===== src/rtl/i2c_pkg.sv =====
// Shared definitions for the two-port i2c_master arbiter.
//   CMD_*    : one-hot command bits, OR-able (e.g. START|WRITE)
//   state_t  : arbiter state encoding
//   N_PORTS  : number of requesters sharing the master
package i2c_pkg;

  localparam logic [3:0] CMD_START = 4'b0001;
  localparam logic [3:0] CMD_WRITE = 4'b0010;
  localparam logic [3:0] CMD_READ  = 4'b0100;
  localparam logic [3:0] CMD_STOP  = 4'b1000;

  localparam int N_PORTS = 2;

  typedef enum logic [2:0] {
    S_IDLE,   // no owner
    S_ISSUE,  // one-cycle command strobe to the master
    S_WAIT,   // waiting for the master to complete
    S_HOLD,   // owner keeps the bus between commands
    S_FSTOP,  // watchdog: strobe a forced STOP
    S_FWAIT   // waiting for the forced STOP to complete
  } state_t;

endpackage


===== src/rtl/i2c_req_slot.sv =====
// Per-port pending command slot.
//   req/cmd/din : command pulse from the requester
//   clr         : owner's command has completed, free the slot
//   valid       : slot holds a command (from the cycle after req)
//   cmd_q/din_q : captured command and write byte
//   drop        : registered pulse, a req arrived while the slot was full
module i2c_req_slot (
  input  logic       clk,
  input  logic       rst,
  input  logic       req,
  input  logic [3:0] cmd,
  input  logic [7:0] din,
  input  logic       clr,
  output logic       valid,
  output logic [3:0] cmd_q,
  output logic [7:0] din_q,
  output logic       drop
);

  // NOTE: cmd_q/din_q are reset as well as valid; they drive i2c_cmd/i2c_din
  // and every output is defined to read zero after reset.
  always_ff @(posedge clk) begin
    if (rst) begin
      valid <= 1'b0;
      cmd_q <= '0;
      din_q <= '0;
      drop  <= 1'b0;
    end else begin
      // NOTE: non-blocking assignments keep every register sampling the
      // pre-edge value of valid, so capture and drop see the same slot state.
      drop <= req && valid;
      if (req && !valid) begin
        valid <= 1'b1;
        cmd_q <= cmd;
        din_q <= din;
      end else if (clr) begin
        valid <= 1'b0;
      end
    end
  end

endmodule


===== src/rtl/i2c_arbiter.sv =====
// Two-port arbiter in front of a single i2c_master command interface.
// Ownership lasts from the first granted command until a command carrying
// STOP completes; a hold watchdog forces a STOP if the owner goes silent.
//   m0_* / m1_*  : requester ports (req/cmd/din in; dout/done/ack/grant out)
//   i2c_*        : command interface to the i2c_master
//   busy         : any state other than IDLE
//   lock_err     : one-cycle pulse on a forced STOP or a dropped request
module i2c_arbiter
  import i2c_pkg::*;
#(
  parameter logic [15:0] HOLD_MAX = 16'd50000,
  parameter int          HCW      = 16
) (
  input  logic       clk,
  input  logic       rst,
  input  logic       m0_req,
  input  logic [3:0] m0_cmd,
  input  logic [7:0] m0_din,
  output logic [7:0] m0_dout,
  output logic       m0_done,
  output logic       m0_ack,
  output logic       m0_grant,
  input  logic       m1_req,
  input  logic [3:0] m1_cmd,
  input  logic [7:0] m1_din,
  output logic [7:0] m1_dout,
  output logic       m1_done,
  output logic       m1_ack,
  output logic       m1_grant,
  output logic       i2c_req,
  output logic [3:0] i2c_cmd,
  output logic [7:0] i2c_din,
  input  logic [7:0] i2c_dout,
  input  logic       i2c_done,
  input  logic       i2c_slave_ack,
  output logic       busy,
  output logic       lock_err
);

  state_t               state, state_n;
  logic [N_PORTS-1:0]   grant;
  logic                 last;
  logic [HCW-1:0]       hold_cnt;
  logic [N_PORTS-1:0]   done_q, ack_q;
  logic [7:0]           dout_q [N_PORTS];

  logic [N_PORTS-1:0]   req_in, slot_valid, slot_drop, slot_clr;
  logic [3:0]           cmd_in   [N_PORTS];
  logic [7:0]           din_in   [N_PORTS];
  logic [3:0]           slot_cmd [N_PORTS];
  logic [7:0]           slot_din [N_PORTS];

  logic own;       // index of the current owner (grant is one-hot)
  logic win;       // arbitration winner in IDLE
  logic start;     // new grant this cycle
  logic complete;  // owner's command completed this cycle
  logic release_;  // ownership ends this cycle
  logic hold_last;

  assign req_in    = {m1_req, m0_req};
  assign cmd_in[0] = m0_cmd;
  assign cmd_in[1] = m1_cmd;
  assign din_in[0] = m0_din;
  assign din_in[1] = m1_din;

  for (genvar p = 0; p < N_PORTS; p++) begin : g_slot
    i2c_req_slot u_slot (
      .clk   (clk),
      .rst   (rst),
      .req   (req_in[p]),
      .cmd   (cmd_in[p]),
      .din   (din_in[p]),
      .clr   (slot_clr[p]),
      .valid (slot_valid[p]),
      .cmd_q (slot_cmd[p]),
      .din_q (slot_din[p]),
      .drop  (slot_drop[p])
    );
  end

  assign own       = grant[1];
  assign slot_clr  = {N_PORTS{complete}} & grant;
  assign hold_last = (hold_cnt == HCW'(HOLD_MAX - 16'd1));

  always_comb begin
    // NOTE: every signal gets a default first so no path leaves one
    // unassigned, which would otherwise infer a latch.
    state_n  = state;
    win      = 1'b0;
    start    = 1'b0;
    complete = 1'b0;
    release_ = 1'b0;
    case (state)
      S_IDLE: begin
        if (|slot_valid) begin
          // On a tie the port that did not own the bus last time wins.
          win     = (&slot_valid) ? ~last : slot_valid[1];
          start   = 1'b1;
          state_n = S_ISSUE;
        end
      end
      S_ISSUE: state_n = S_WAIT;
      S_WAIT: begin
        if (i2c_done) begin
          complete = 1'b1;
          if (slot_cmd[own][3]) begin
            release_ = 1'b1;
            state_n  = S_IDLE;
          end else begin
            state_n = S_HOLD;
          end
        end
      end
      S_HOLD: begin
        if (slot_valid[own]) state_n = S_ISSUE;
        else if (hold_last)  state_n = S_FSTOP;
      end
      S_FSTOP: state_n = S_FWAIT;
      S_FWAIT: begin
        if (i2c_done) begin
          release_ = 1'b1;
          state_n  = S_IDLE;
        end
      end
      default: state_n = S_IDLE;
    endcase
  end

  always_ff @(posedge clk) begin
    if (rst) begin
      state    <= S_IDLE;
      grant    <= '0;
      last     <= 1'b1;
      hold_cnt <= '0;
      done_q   <= '0;
      ack_q    <= '0;
      dout_q   <= '{default: '0};
    end else begin
      state <= state_n;
      if (start) begin
        grant <= win ? 2'b10 : 2'b01;
        last  <= win;
      end else if (release_) begin
        grant <= '0;
      end
      // Counter is zero on the first HOLD cycle after every entry.
      hold_cnt <= (state == S_HOLD) ? hold_cnt + HCW'(1) : '0;
      done_q   <= complete ? grant : '0;
      if (complete) begin
        dout_q[own] <= i2c_dout;
        ack_q[own]  <= i2c_slave_ack;
      end
    end
  end

  always_comb begin
    i2c_req = 1'b0;
    i2c_cmd = '0;
    i2c_din = '0;
    if (state == S_ISSUE) begin
      i2c_req = 1'b1;
      i2c_cmd = slot_cmd[own];
      i2c_din = slot_din[own];
    end else if (state == S_FSTOP) begin
      i2c_req = 1'b1;
      i2c_cmd = CMD_STOP;
    end
  end

  assign busy     = (state != S_IDLE);
  assign lock_err = (|slot_drop) || (state == S_FSTOP);

  assign m0_grant = grant[0];
  assign m1_grant = grant[1];
  assign m0_done  = done_q[0];
  assign m1_done  = done_q[1];
  assign m0_ack   = ack_q[0];
  assign m1_ack   = ack_q[1];
  assign m0_dout  = dout_q[0];
  assign m1_dout  = dout_q[1];

endmodule


===== config.mk =====
export PLATFORM = sky130hd
export DESIGN_NAME = i2c_arbiter
export DESIGN_NICKNAME = d
export VERILOG_FILES = /design/src/rtl/i2c_pkg.sv /design/src/rtl/i2c_req_slot.sv /design/src/rtl/i2c_arbiter.sv
export SDC_FILE = /design/constraint.sdc
export NUM_CORES = 1
export LEC_CHECK = 0
export ABC_AREA = 1
export CAP_MARGIN = 15
export CORE_MARGIN = 2
export CORE_UTILIZATION = 40
export CTS_CLUSTER_SIZE = 12
export DETAILED_ROUTE_END_ITERATION = 8
export MAX_ROUTING_LAYER = met4
export PLACE_DENSITY = 0.67
export SYNTH_ARGS = -nofsm -noshare
export SYNTH_HDL_FRONTEND = slang
export SYNTH_SLANG_ARGS = --single-unit

===== constraint.sdc =====
create_clock -name clk -period 1.8 [get_ports clk]
set_clock_uncertainty 0.05 [all_clocks]
set_input_delay 0.36 -clock clk [delete_from_list [all_inputs] [get_ports clk]]
set_output_delay 0.36 -clock clk [all_outputs]
set_load 0.01 [all_outputs]

==> metrics.md, run 1 <==
| Metric | Value |
|---|---|
| Slew @ Worst Pin | around 0.43 ns |
| CP Launch Type | flip-flop |
| GRT Total Usage | 0.2031 |
| Clk_lat worst skew | 0.35 ns |
| Yosys reg bits | 70 |
| Sequential cell area | 0.001403 sq mm |
| CP Class | reg2out |
| Initial antenna violation count | 0 |
| Mapped Cells | about 420 |
| Post-synthesis sequential area ratio | 0.4766 |
| I/O pin count | between 70 and 80 |
| Syn Std Cell Area | between 0.002 and 0.003 sq mm |
| Die H | approximately 90 um |
| Largest net degree at the start of global routing | 29 |
| WL met1 | 3.451 mm |
| Final hold slack | 0.4035 ns |
| Count of pins over their slew limit | 0 |
| Period utilisation layout | 0.9613 |
| Drt pass-1 iters | 4 |
| Drt total wl | about 7.5 mm |
| Rows | 31 |
| ANT nets after route | 0 |
| Status | completed |
| Final min period | 1.730 ns |
| Worst-path cell chain | inv_1 > nand3_2 > buf_12 > a21oi_1 > buf_2 |
| Initial Util | 0.4098 |
| Critical path arrival | 1.32 ns |
| Max clock buf depth | 2 |
| CP max stage delay | 0.32 ns |
| WL per Instance | 12.33 um |
| # diodes | 0 |
| Static leakage | 1.663 nW |
| CTS clk-pin slew, worst paths | 0.08 ns |
| DR vias | 2914 |
| CTS H-tree lvls | 3 |
| Min-Delay Endpoint | hold_cnt[0]$_SDFF_PP0_ |
| Final number of hold-violating endpoints | 0 |
| Layout fillers | 697 |
| Syn nets | 455 |
| Vias in the first global route | between 2000 and 3000 |
| Dpl hpwl | 5.489 mm |
| CP Data Required Time | between 1 and 1.5 ns |
| Area of the multi-input gates | 0.001364 sq mm |
| DP Worst Slack | about 0.0016 ns |
| P per Cell Area | 1087 mW/mm^2 |
| CP endpoint kind | output port |
| FF-to-FF setup slack | 0.27 ns |
| Die ar. | 0.008052 sq mm |
| Ratio of cells with drive above 1 in the final layout | 0.1429 |
| Worst slew margin | 0.7131 |
| PortBufs | 74 |
| P&R area growth vs syn | 40.98% |
| Worst R2R Path Depth | 8 |
| GPL Wtd Cong | 0.8513 |
| Wire length on met2 | 3.733 mm |
| Setup violators final | 0 |
| Via density | around 4.8 |
| CTS tree | done |
| Cell family with most CP delay | buffers and inverters |
| Reg-to-Reg End | m0_dout[2]$_SDFFE_PP0P_ |
| Hold_sp | hold_cnt[0]$_SDFF_PP0_ |
| Achievable frequency | 577.9 MHz |
| First-pass GRT wire length | 12.98 mm |
| DRC viols | 0 |
| Crit path max fanout | 13 |
| Die width | 89.74 um |
| DRT iter0 DRCs | 98 |
| Yosys warning total | 0 |
| CP max stage cell | dfxtp_1 |
| Hold depth | 1 |
| Clock sink count | 70 |
| Library cells used by synthesis | 26 |
| Hold Path Class | reg2reg |
| DR top layer | met4 |
| Max-Cap Viols | 0 |
| # nets final | 545 |
| Origin of the critical flop-to-flop path | state[0]$_SDFFE_PP0P_ |
| Post-DP Area | 0.003916 sq mm |
| Most common cell after layout, fill and taps aside | nand2_1 |
| Final worst slack | 0.06958 ns |
| Grt ovf | 0 |
| Setup repair after global routing missed its margin | yes |
| Syn_area_per_cell | 7.068 sq um |
| IR drop worst, VDD | around 0.00050 V |
| Core Util, Final | 0.5777 |
| Metal3 WL | 261 um |
| Crit path buffers/inverters | 3 |
| Inserted Clock Buffers | 9 |
| Core area | 0.007176 sq mm |
| Commonest non-fill, non-tap cells in the layout | nand2_1, nor2_1, dfxtp_1 |
| CTS Root Cell | clkbuf_8 |
| Hold_buf cts | 0 |
| Design area | 0.004145 sq mm |
==> cell usage after synthesis <==
library cell  instances  share of area
nand2_1              96           0.12
inv_1                29          0.037
nor2_2                3         0.0064
nand3b_1              1         0.0026
inv_2                 3         0.0038
nand3_2               1         0.0034
or2_0                 2         0.0043
nand4_1               6          0.013
dfxtp_1              70           0.48
xnor2_1               1         0.0030
nand2_2               2         0.0043
nor3_2                1         0.0034
o21ai_0              33          0.056
nand3_1              21          0.036
nor3_1                3         0.0051
ha_1                  1         0.0043
a21oi_2               1         0.0030
nor3b_1               1         0.0026
nor2_1               75          0.096
clkbuf_1              9          0.011
o22ai_1               1         0.0021
nor2_4                1         0.0038
a21oi_1              47          0.080
buf_4                 3         0.0077
buf_2                 4         0.0068
nor3_4                1         0.0055
==> routing by layer <==
metal / global-route usage / vias up
li1: - / 1522
met4: 0.06795 / 0
met1: 0.2464 / 1329
met5: - / -
met2: 0.3327 / 56
met3: 0.05113 / 7
==> registers in the layout, indices dropped and copies added, names as in the netlist, 3 cells and up <==
| register | cells |
|---|---|
| m1_dout | 8 |
| g_slot.u_slot.din_q | 16 |
| hold_cnt | 16 |
| g_slot.u_slot.cmd_q | 8 |
| state | 3 |
| m0_dout | 8 |
==> worst max-delay path by stage <==
stage                                startpoint    endpoint  slack (ns)  cells past startpoint
after floorplan           grant[1]$_SDFFE_PP0P_  i2c_cmd[0]        0.27                      5
after global placement    state[1]$_SDFFE_PP0P_  i2c_din[0]     -0.0007                      5
after detailed placement  state[1]$_SDFFE_PP0P_  i2c_din[0]       0.002                      5
after CTS                 grant[1]$_SDFFE_PP0P_    m1_grant       0.002                      2
after global routing      state[1]$_SDFFE_PP0P_    lock_err      -0.002                      5
final                     state[1]$_SDFFE_PP0P_  i2c_din[7]        0.07                      5
==> repair_timing <==
item | 4_1_cts | 5_1_grt
gates cloned | 1 | 0
resized for setup | 61 | 8
pin swaps | 1 | 0
buffers inserted | 0 | 0
setup endpoints to repair | 16 | 9
==> power breakdown <==
| part | internal (mW) | total [mW] | switching (mW) |
|---|---|---|---|
| Sequential | 1.68 | 1.76 | 0.0798 |
| Combinational | 0.604 | 1.30 | 0.697 |
| Clock | 0.827 | 1.45 | 0.620 |
==> cell type report <==
class | instances | share of cell area
Tap cell | 99 | 0.02988
Inverter | 32 | 0.02898
Multi-Input combinational cell | 298 | 0.3290
Clock inverter | 6 | 0.02234
Sequential cell | 70 | 0.3384
Clock buffer | 10 | 0.03320
Timing Repair Buffer | 95 | 0.2182
==> cell families (layout without fill, tap and decap cells) <==
kind of cell,after synthesis,count (layout),share of synthesized area
and+or+nand+nor,214,214,0.3081
DFF,70,70,0.4766
adders and majority gates,1,1,0.004255
buffers and inverters,48,143,0.06681
xor gates and xnor gates,1,1,0.002979
AOI/OAI and AO/OA,82,82,0.1413
==> per-stage QoR <==
stage	setup TNS (ns)	power (mW)	std cells
after global placement	-0.0006902	3.080	593
after global routing	-0.001969	4.770	610
after detailed placement	0	3.092	593
after floorplan	0	2.425	416
final	0	4.507	610
after CTS	0	4.554	610
Note: power is estimated with default switching activity, not from simulation.
==> inputs of run 2 (changes only) <==
--- a/config.mk
+++ b/config.mk
@@ -6,13 +6,11 @@
 export NUM_CORES = 1
 export LEC_CHECK = 0
 export ABC_AREA = 1
-export CAP_MARGIN = 15
 export CORE_MARGIN = 2
-export CORE_UTILIZATION = 40
+export CORE_UTILIZATION = 35
 export CTS_CLUSTER_SIZE = 12
 export DETAILED_ROUTE_END_ITERATION = 8
 export MAX_ROUTING_LAYER = met4
-export PLACE_DENSITY = 0.67
 export SYNTH_ARGS = -nofsm -noshare
 export SYNTH_HDL_FRONTEND = slang
 export SYNTH_SLANG_ARGS = --single-unit
==> run 2 against run 1 <==
Count of clock-buffer cells in the layout grew 1. Combinational power hardly changed. Sequential power is essentially flat. Register-to-register slack improved by 0.03 ns. Critical path depth stayed put. First-iteration DRC count rose by 26%. Final area grew 0.66%. Non-clock buffer count fell by 1. Sequential share of layout area fell by 0.16 points. Critical path type unchanged. Highest routed layer unchanged.
==> metrics.md, run 2 (same netlist as run 1, synthesis figures left out) <==
| Metric | Value |
|---|---|
| Worst setup path startpoint | state[0]$_SDFFE_PP0P_ |
| Achievable frequency | 576.6 MHz |
| Count of pins over their slew limit | 0 |
| P&R area growth vs syn | 41.91% |
| ANT nets after route | 0 |
| Pint | 3.372 mW |
| DP Worst Slack | -0.03921 ns |
| Rows | 33 |
| CP endpoint kind | output port |
| Origin of the critical flop-to-flop path | hold_cnt[0]$_SDFF_PP0_ |
| Final min period | ~1.7 ns |
| Hold_buf cts | 0 |
| CTS clk-pin slew, worst paths | 0.07 ns |
| Die H | ~96 um |
| Hold_sp | m0_dout[2]$_SDFFE_PP0P_ |
| CP Class | reg2out |
| Vias in the first global route | approximately 2800 |
| Clk_lat worst skew | 0.34 ns |
| I/O pin count | 75 |
| Clk pwr share | 0.359 |
| Net Sw Frac | 0.2924 |
| Drt pass-1 iters | 4 |
| Most common cell after layout, fill and taps aside | nand2_1 |
| PortBufs | 74 |
| Inserted Clock Buffers | 9 |
| Ratio of cells with drive above 1 in the final layout | 0.1353 |
| CP Data Required Time | 1.39 ns |
| Critical path arrival | 1.32 ns |
| DR vias | 2906 |
| CTS H-tree lvls | 3 |
| Post-CTS setup buffers | 0 |
| Layout fillers | between 800 and 900 |
| Initial Util | 0.3597 |
| Via density | 4.725 |
| Largest net degree at the start of global routing | 29 |
| # diodes | 0 |
| GPL Wtd Cong | 0.8404 |
| Period utilisation layout | 0.9634 |
| First-pass GRT wire length | 12.68 mm |
| Crit path max fanout | 6 |
| Final worst slack | ~0.066 ns |
| Post-DP Area | 0.003916 sq mm |
| Status | completed |
| Static leakage | roughly 1.7 nW |
| Sw Pwr | 1.394 mW |
| Max clock buf depth | 2 |
| WL per Instance | 12.82 um |
| Max-Cap Viols | 0 |
| Initial antenna violation count | 0 |
| # nets final | 544 |
| Commonest non-fill, non-tap cells in the layout | nand2_1, nor2_1, dfxtp_1 |
| Grt ovf | 0 |
| Regs by FF count | g_slot.u_slot.din_q: 16 flops, hold_cnt: 16 flops |
| DRC viols | 0 |
| Core area | between 0.008 and 0.009 sq mm |
| CP Launch Type | flip-flop |
| IR drop worst, VDD | 0.0004342 V |
| Drt total wl | 7.887 mm |
| Clock sink count | 70 |
| Dpl hpwl | ~5.6 mm |
| DRT iter0 DRCs | 123 |
| Hold Path Class | reg2reg |
| Slew @ Worst Pin | between 0.4 and 0.5 ns |
| CTS tree | done |
| Die ar. | ~0.0091 sq mm |
| GRT Total Usage | 0.1836 |
| P per Cell Area | 1142 mW/mm^2 |
| CTS Root Cell | clkbuf_8 |
| Design area | 0.004173 sq mm |
| Combinational Power Share | 0.273 |
| Final number of hold-violating endpoints | 0 |
| Die width | approximately 96 um |
| Setup violators final | 0 |
| Sequential Power Share | 0.369 |
| Worst slew margin | 0.6899 |
[run 2: cell types whose count changed in the layout (fill, tap and decap cells not counted), moves of 2 or more]
cell	before	now
buf_2	13	11
clkinvlp_4	2	0
bufinv_16	2	4
clkbuf_2	0	2
[run 2: layer usage]
layer	vias to the layer above	wire length, um	GRT usage
met1	1309	3673	0.2265
met2	68	3828	0.3030
met4	0	104	0.05714
li1	1518	-	-
met5	-	0	-
met3	11	280	0.03557
[run 2: power groups by stage]
stage,clock network (mW),registers (mW),logic [mW]
global route,1.80,1.77,1.44
CTS,1.74,1.75,1.28
detailed placement,0,1.78,1.31
finish,1.71,1.76,1.30
global placement,0,1.78,1.30
floorplan,0,1.80,0.621
[run 2: final timing paths]
check | depth (start not counted) | slack, ns | endpoint
worst max-delay path | 5 | 0.07 | busy
worst min-delay path | 2 | 0.42 | m0_dout[2]$_SDFFE_PP0P_
worst max register to register | 6 | 0.30 | hold_cnt[12]$_SDFF_PP0_
worst min register to register | 2 | 0.42 | m0_dout[2]$_SDFFE_PP0P_
[run 2: layout make-up]
| cell class | instances | area [sq um] | area share |
|---|---|---|---|
| tap | 105 | 131.4 | 0.03148 |
| timing repair buffer | 94 | 885.9 | 0.2123 |
| sequential | 70 | 1405 | 0.3367 |
| multi-input combinational | 298 | 1358 | 0.3253 |
| inverter | 32 | 122.6 | 0.02939 |
| clock buffer | 11 | 141.4 | 0.03388 |
| clock inverter | 5 | 128.9 | 0.03088 |
[run 2: per-stage QoR]
stage | hold WS, ns | util | power [mW] | std cells | TNS, ns
after floorplan | 0.3675 | - | 2.425 | 416 | 0
after global placement | 0.3804 | 0.4790 | 3.079 | 598 | -0.01993
after detailed placement | 0.3923 | 0.4790 | 3.092 | 598 | -0.03921
after CTS | 0.4140 | 0.5098 | 4.775 | 614 | -0.002660
after global routing | 0.4410 | 0.5104 | 5.014 | 615 | -0.002111
final | 0.4157 | 0.5104 | 4.765 | 615 | 0
[run 2: critical path, cell delays in order (launching register included)]
cell and delay (ns):
dfxtp_1 0.33, buf_4 0.16, nor2_2 0.13, buf_4 0.13
nand2_1 0.10, buf_6 0.15
[run 2: repair_timing]
action | in CTS | in global routing
resized for setup | 59 | 10
endpoints found under the setup margin | 16 | 8
gates cloned | 0 | 1
